$ cat config.mk
export PLATFORM = sky130hd
export DESIGN_NAME = pattern_seq_arbiter
export DESIGN_NICKNAME = d
export VERILOG_FILES = /design/src/rtl/pattern_seq_pkg.sv /design/src/rtl/rr_arbiter2.sv /design/src/rtl/pattern_seq_arbiter.sv
export SDC_FILE = /design/constraint.sdc
export NUM_CORES = 1
export LEC_CHECK = 0
export BUFFER_PORTS_ARGS = -buffer_cell sky130_fd_sc_hd__buf_4
export CORE_MARGIN = 2
export CORE_UTILIZATION = 50
export CTS_BUF_LIST = sky130_fd_sc_hd__clkbuf_8 sky130_fd_sc_hd__clkbuf_16
export CTS_CLUSTER_SIZE = 12
export DETAILED_ROUTE_END_ITERATION = 6
export PLACE_DENSITY = 0.85
export SYNTH_ARGS = -nofsm -noshare
export SYNTH_HDL_FRONTEND = slang
export SYNTH_HIERARCHICAL = 1
export SYNTH_SLANG_ARGS = --single-unit
$ cat constraint.sdc
create_clock -name clk -period 4.8 [get_ports clk]
set_clock_uncertainty 0.2 [all_clocks]
set_input_delay 0.96 -clock clk [delete_from_list [all_inputs] [get_ports clk]]
set_output_delay 0.96 -clock clk [all_outputs]
set_load 0.01 [all_outputs]
$ cat src/rtl/pattern_seq_pkg.sv
// Shared types and defaults for the serial pattern arbiter and its round-robin helper.
package pattern_seq_pkg;

  localparam int MAX_LEN_DEF = 8;
  localparam int LENW_DEF    = $clog2(MAX_LEN_DEF + 1);
  localparam int REPW_DEF    = 4;

  typedef enum logic [1:0] {
    IDLE = 2'd0,
    PLAY = 2'd1,
    DONE = 2'd2
  } state_e;

  typedef struct packed {
    logic [MAX_LEN_DEF-1:0] pattern;
    logic [LENW_DEF-1:0]    len;
    logic [REPW_DEF-1:0]    rep;
  } job_t;

  // Lengths beyond the pattern width would index past the stored bits.
  function automatic logic [LENW_DEF-1:0] clamp_len(input logic [LENW_DEF-1:0] len);
    if (len > LENW_DEF'(MAX_LEN_DEF)) begin
      return LENW_DEF'(MAX_LEN_DEF);
    end
    return len;
  endfunction

endpackage

$ cat src/rtl/rr_arbiter2.sv
// Two-way round-robin arbiter; the pointer remembers the last index granted.
module rr_arbiter2 (
  input  logic       clk,
  input  logic       reset,
  input  logic [1:0] req_i,
  input  logic       en_i,
  output logic [1:0] gnt_o
);

  logic last_q;
  logic last_d;

  always_comb begin
    gnt_o = 2'b00;
    unique case (req_i)
      2'b01:   gnt_o = 2'b01;
      2'b10:   gnt_o = 2'b10;
      2'b11:   gnt_o = last_q ? 2'b01 : 2'b10;
      default: gnt_o = 2'b00;
    endcase
  end

  always_comb begin
    last_d = last_q;
    if (en_i && (req_i != 2'b00)) begin
      last_d = gnt_o[1];
    end
  end

  // Reset to "index 1 granted last" so requester 0 wins the first tie.
  always_ff @(posedge clk) begin
    if (!reset) begin
      last_q <= 1'b1;
    end else begin
      last_q <= last_d;
    end
  end

endmodule

$ cat src/rtl/pattern_seq_arbiter.sv
// Arbitrates two pattern jobs round-robin and plays the winner LSB first on a registered serial output.
module pattern_seq_arbiter
  import pattern_seq_pkg::*;
#(
  parameter int   MAX_LEN    = MAX_LEN_DEF,
  parameter int   LENW       = $clog2(MAX_LEN + 1),
  parameter int   REPW       = REPW_DEF,
  parameter logic IDLE_LEVEL = 1'b1
) (
  input  logic              clk,
  input  logic              reset,
  input  logic [1:0]        req,
  input  logic [MAX_LEN-1:0] pattern0,
  input  logic [MAX_LEN-1:0] pattern1,
  input  logic [LENW-1:0]   len0,
  input  logic [LENW-1:0]   len1,
  input  logic [REPW-1:0]   rep0,
  input  logic [REPW-1:0]   rep1,
  input  logic              abort,
  output logic [1:0]        gnt,
  output logic              busy,
  output logic              done,
  output logic              done_id,
  output logic              aborted,
  output logic              out
);

  localparam int IDXW = $clog2(MAX_LEN);

  state_e          state_q, state_d;
  job_t            job_q, job_d;
  logic [IDXW-1:0] idx_q, idx_d;
  logic [REPW-1:0] pass_q, pass_d;
  logic            winner_q, winner_d;
  logic [1:0]      gnt_q, gnt_d;
  logic            busy_q, busy_d;
  logic            done_q, done_d;
  logic            doneId_q, doneId_d;
  logic            aborted_q, aborted_d;
  logic            out_q, out_d;

  logic [1:0]      arbGnt;
  logic            arbEn;
  job_t            jobSel;
  logic [IDXW-1:0] idxNext;
  logic            lastBit;
  logic            lastPass;

  rr_arbiter2 u_arb (
    .clk   (clk),
    .reset (reset),
    .req_i (req),
    .en_i  (arbEn),
    .gnt_o (arbGnt)
  );

  assign arbEn    = (state_q == IDLE);
  assign jobSel   = arbGnt[1] ? '{pattern: pattern1, len: clamp_len(len1), rep: rep1}
                              : '{pattern: pattern0, len: clamp_len(len0), rep: rep0};
  assign idxNext  = idx_q + 1'b1;
  assign lastBit  = ((LENW'(idx_q) + 1'b1) == job_q.len);
  assign lastPass = (pass_q == job_q.rep);

  always_comb begin
    state_d   = state_q;
    job_d     = job_q;
    idx_d     = idx_q;
    pass_d    = pass_q;
    winner_d  = winner_q;
    gnt_d     = 2'b00;
    busy_d    = busy_q;
    done_d    = 1'b0;
    doneId_d  = doneId_q;
    aborted_d = 1'b0;
    out_d     = out_q;

    unique case (state_q)
      IDLE: begin
        busy_d = 1'b0;
        out_d  = IDLE_LEVEL;
        if (req != 2'b00) begin
          winner_d = arbGnt[1];
          job_d    = jobSel;
          gnt_d    = arbGnt;
          busy_d   = 1'b1;
          idx_d    = '0;
          pass_d   = '0;
          // A zero-length job still gets its grant but finishes immediately.
          if (jobSel.len == '0) begin
            state_d  = DONE;
            done_d   = 1'b1;
            doneId_d = arbGnt[1];
          end else begin
            state_d = PLAY;
            out_d   = jobSel.pattern[0];
          end
        end
      end

      PLAY: begin
        if (abort || (lastBit && lastPass)) begin
          state_d   = DONE;
          done_d    = 1'b1;
          doneId_d  = winner_q;
          aborted_d = abort;
          out_d     = IDLE_LEVEL;
        end else if (lastBit) begin
          idx_d  = '0;
          pass_d = pass_q + 1'b1;
          out_d  = job_q.pattern[0];
        end else begin
          idx_d = idxNext;
          out_d = job_q.pattern[idxNext];
        end
      end

      DONE: begin
        state_d = IDLE;
        busy_d  = 1'b0;
        out_d   = IDLE_LEVEL;
      end

      default: begin
        state_d = IDLE;
        busy_d  = 1'b0;
        out_d   = IDLE_LEVEL;
      end
    endcase
  end

  always_ff @(posedge clk) begin
    if (!reset) begin
      state_q   <= IDLE;
      job_q     <= '0;
      idx_q     <= '0;
      pass_q    <= '0;
      winner_q  <= 1'b0;
      gnt_q     <= 2'b00;
      busy_q    <= 1'b0;
      done_q    <= 1'b0;
      doneId_q  <= 1'b0;
      aborted_q <= 1'b0;
      out_q     <= IDLE_LEVEL;
    end else begin
      state_q   <= state_d;
      job_q     <= job_d;
      idx_q     <= idx_d;
      pass_q    <= pass_d;
      winner_q  <= winner_d;
      gnt_q     <= gnt_d;
      busy_q    <= busy_d;
      done_q    <= done_d;
      doneId_q  <= doneId_d;
      aborted_q <= aborted_d;
      out_q     <= out_d;
    end
  end

  assign gnt     = gnt_q;
  assign busy    = busy_q;
  assign done    = done_q;
  assign done_id = doneId_q;
  assign aborted = aborted_q;
  assign out     = out_q;

endmodule
==> summary.txt <==
Synthesis
  • Top-count cell post-synth: dfxtp_1
  • Yosys Warn Count: 6
  • Asr flop ratio synth: 0%
  • EDFF count, synth: 0
  • Top cells by instance count after synthesis: 34 x dfxtp_1, 30 x nor2_1, 16 x mux2i_1
  • Synth Instances: around 210
  • Yosys reg bits: 34
  • Synth top area share: 37.3%
  • Largest cells by area after synthesis: dfxtp_1 37%, mux2i_1 8.8%, nor2_1 6.2%, a211oi_1 4.9%, mux4_2 2.5%
  • Post-synth top flop: dfxtp_1
  • Register area share after synthesis: 37.3%
  • Syn nets: 246
  • Mean post-synth cell area: 8.82 um2
  • Distinct cells, synth: 51
  • Yosys top cell by area: dfxtp_1
  • Mapped cell area: 1830 um2

Global routing
  • Vias in the first global route: ~1500
  • Largest net degree at the start of global routing: 38
  • Global-route wire length before repair: 6370 um
  • Total GRT Usage: 19.4%
  • Grt ovf: 0
  • Antenna violations before repair: 0

STA
  • Max-slew headroom: 55.5%
  • Final Cycle Share: a little over half
  • Hold Vio Cnt, Final: 0
  • Setup TNS: 0 ps
  • RSZ-0062 raised after global routing: false
  • Tmin final: 2630 ps
  • Fmax: roughly 380 MHz
  • Fin. max-slew vios: 0
  • Setup slack after layout: 2170 ps
  • Tightest Pin Transition: 664 ps
  • Setup violators final: 0

Run
  • Max_cap viols: 0

Final layout
  • Area growth syn-to-layout: 23.4%
  • Fillcell total: around 300
  • Layout cells sized above 1: 26.3%
  • Ant diodes: 0
  • Nets: 287

Placed design
  • PortBufs: 43
  • DP Wirelength: 2740 um
  • RD Place Congestion: 0.861
  • Pre-CTS WS: 1870 ps

Critical path
  • Worst path slowest cell: or4_1
  • CP Launch Type: primary input
  • CP required: 4820 ps
  • CP arrival: 2660 ps
  • Most used cell, CP: buf_4
  • R2r worst-path depth: 6
  • R2r setup slk: 2360 ps
  • Largest stage delay, worst path: 530 ps
  • R2r startpoint: idx_q[0]
  • CP Capture Type: register
  • Critical-path cell list: buf_4 > a21boi_2 > buf_4 > nor2_1 > o2bb2ai_1 > or4_1 > a41o_1 > a21oi_2
  • CP Max Fanout: 23
  • WS Path Type: primary input to register
  • Critical R2R Capture: idx_q[0]

CTS
  • Post-CTS Setup Bufs: 0
  • H-tree depth: 2
  • CTS buffer count: 5
  • CTS Sinks: 34
  • Hold-fix buffers, CTS: 0
  • Post-CTS sizing: 0
  • Clk root buf: clkbuf_8
  • Maximum root-to-sink buffer count: 2
  • Reg clk slew, reported paths: about 60 ps
  • TritonCTS clock tree: yes
  • Clk Latency, worst-skew pair: 290 ps

Die
  • Die X: 64.4 um
  • Die height: between 60 and 70 um
  • Ports: 44
  • Initial core utilization: between 50% and 60%
  • Full die area: 4150 um2
  • Floorplan row count: 21
  • Core area: between 3000 and 4000 um2

Routing
  • # DRC: 0
  • DRT antenna net count: 0
  • Vias/cell: 5.59
  • Total wire length: about 3700 um
  • DRT iter0 DRCs: 39
  • TritonRoute pass-1 iters: 4
  • Vias after detailed routing: 1639
  • WL/cell: roughly 12 um

Pwr
  • LEAKAGE: 0.952 nW
  • Max IR drop VDD: 0.000207 V
  • Pwr per Cell Area: 329 nW/um2

Run status
  • Status: complete, no violations

Min path
  • Hold worst-path end: busy
  • WHS Path Cells: 2
  • Hold path start: busy
  • Hold Path Class: register to register
[how the worst max path moves through the flow]
stage	start	to	slack, ps
finish	req[0]	done_id	2170
global placement	req[0]	done_id	1920
detailed placement	req[0]	done_id	1870
global route	req[0]	done_id	2070
floorplan	req[1]	done_id	2090
CTS	req[0]	done_id	2170
[per-layer routing]
metal	share of wire (%)	routed length, um	track usage, %
met2	48	1740	33.6
met5	0	0	0
met4	2.2	81	8.51
met1	45	1660	22.4
met3	4.7	171	5.21
[cell families after synthesis]
family	Yosys count	share of synthesized area [%]
buffers and inverters	17	4.18
AOI/OAI and AO/OA	50	20.5
muxes	18	11.2
and+or+nand+nor	78	21.2
DFF	34	37.3
adders and majority gates	2	1.37
xor gates and xnor gates	8	4.25
[area by class of cell]
type                    instances  area (um2)  share of cell area [%]
multi-input cells             156        1070                    47.6
flip-flops and latches         34         681                    30.2
repair buffers                 45         338                    15.0
clock buffers                   6        82.6                    3.66
well taps                      46        57.6                    2.55
inverters                       6        22.5                   0.999
[where the power goes]
part	internal [W]	total (W)	switching (W)
Combinational	0.0000940	0.000202	0.000108
Sequential	0.000313	0.000334	0.0000214
Clock	0.000110	0.000205	0.0000950
Total	0.000517	0.000741	0.000224
[stage by stage]
stage | total power, W | instances | cell area (um2) | util (%) | hold WS (ps)
floorplan | 0.000483 | 207 | 1830 | - | 236
global placement | 0.000539 | 287 | 2170 | 63.6 | 244
detailed placement | 0.000543 | 287 | 2170 | 63.6 | 251
CTS | 0.000747 | 293 | 2250 | 66.0 | 260
global route | 0.000782 | 293 | 2250 | 66.0 | 270
finish | 0.000741 | 293 | 2250 | 66.0 | 261
[critical path: cells and delay by family]
kind | cells | cell delay [ps]
buffers and inverters | 2 | 430
AOI/OAI and AO/OA | 4 | 640
and+or+nand+nor | 2 | 620
[sequential cells by signal, summed over array words and instances, names as in the netlist]
register	flops
out	1
winner_q	1
done_id	1
pass_q	4
state_q	2
job_q	16
idx_q	3
u_arb/last_q	1
gnt	2
done	1
busy	1
aborted	1
[placed cells by master, fill, tap and decap left out, types with 2 or more instances in the layout]
| cell | Yosys | final |
|---|---|---|
| and3_1 | 6 | 6 |
| xnor2_1 | 2 | 2 |
| inv_1 | 5 | 5 |
| nor4_1 | 2 | 2 |
| mux4_2 | 2 | 2 |
| mux2i_1 | 16 | 16 |
| ha_1 | 2 | 2 |
| clkbuf_8 | 0 | 6 |
| a21boi_0 | 3 | 2 |
| or3_1 | 2 | 2 |
| o32ai_1 | 2 | 2 |
| xor2_1 | 5 | 5 |
| nor2_1 | 30 | 30 |
| nand2_1 | 12 | 12 |
| dfxtp_1 | 34 | 34 |
| nor3_1 | 4 | 4 |
| o21ai_0 | 5 | 5 |
| a21oi_1 | 8 | 8 |
| a211oi_1 | 12 | 12 |
| buf_4 | 0 | 45 |
| nand3_1 | 7 | 7 |
| nor3_2 | 2 | 2 |
| a31oi_1 | 3 | 3 |
| and2_1 | 3 | 3 |
| nand2b_1 | 3 | 3 |
| or4_1 | 2 | 2 |
| o21a_1 | 2 | 2 |
No activity file was read; power rests on OpenSTA's default activity.
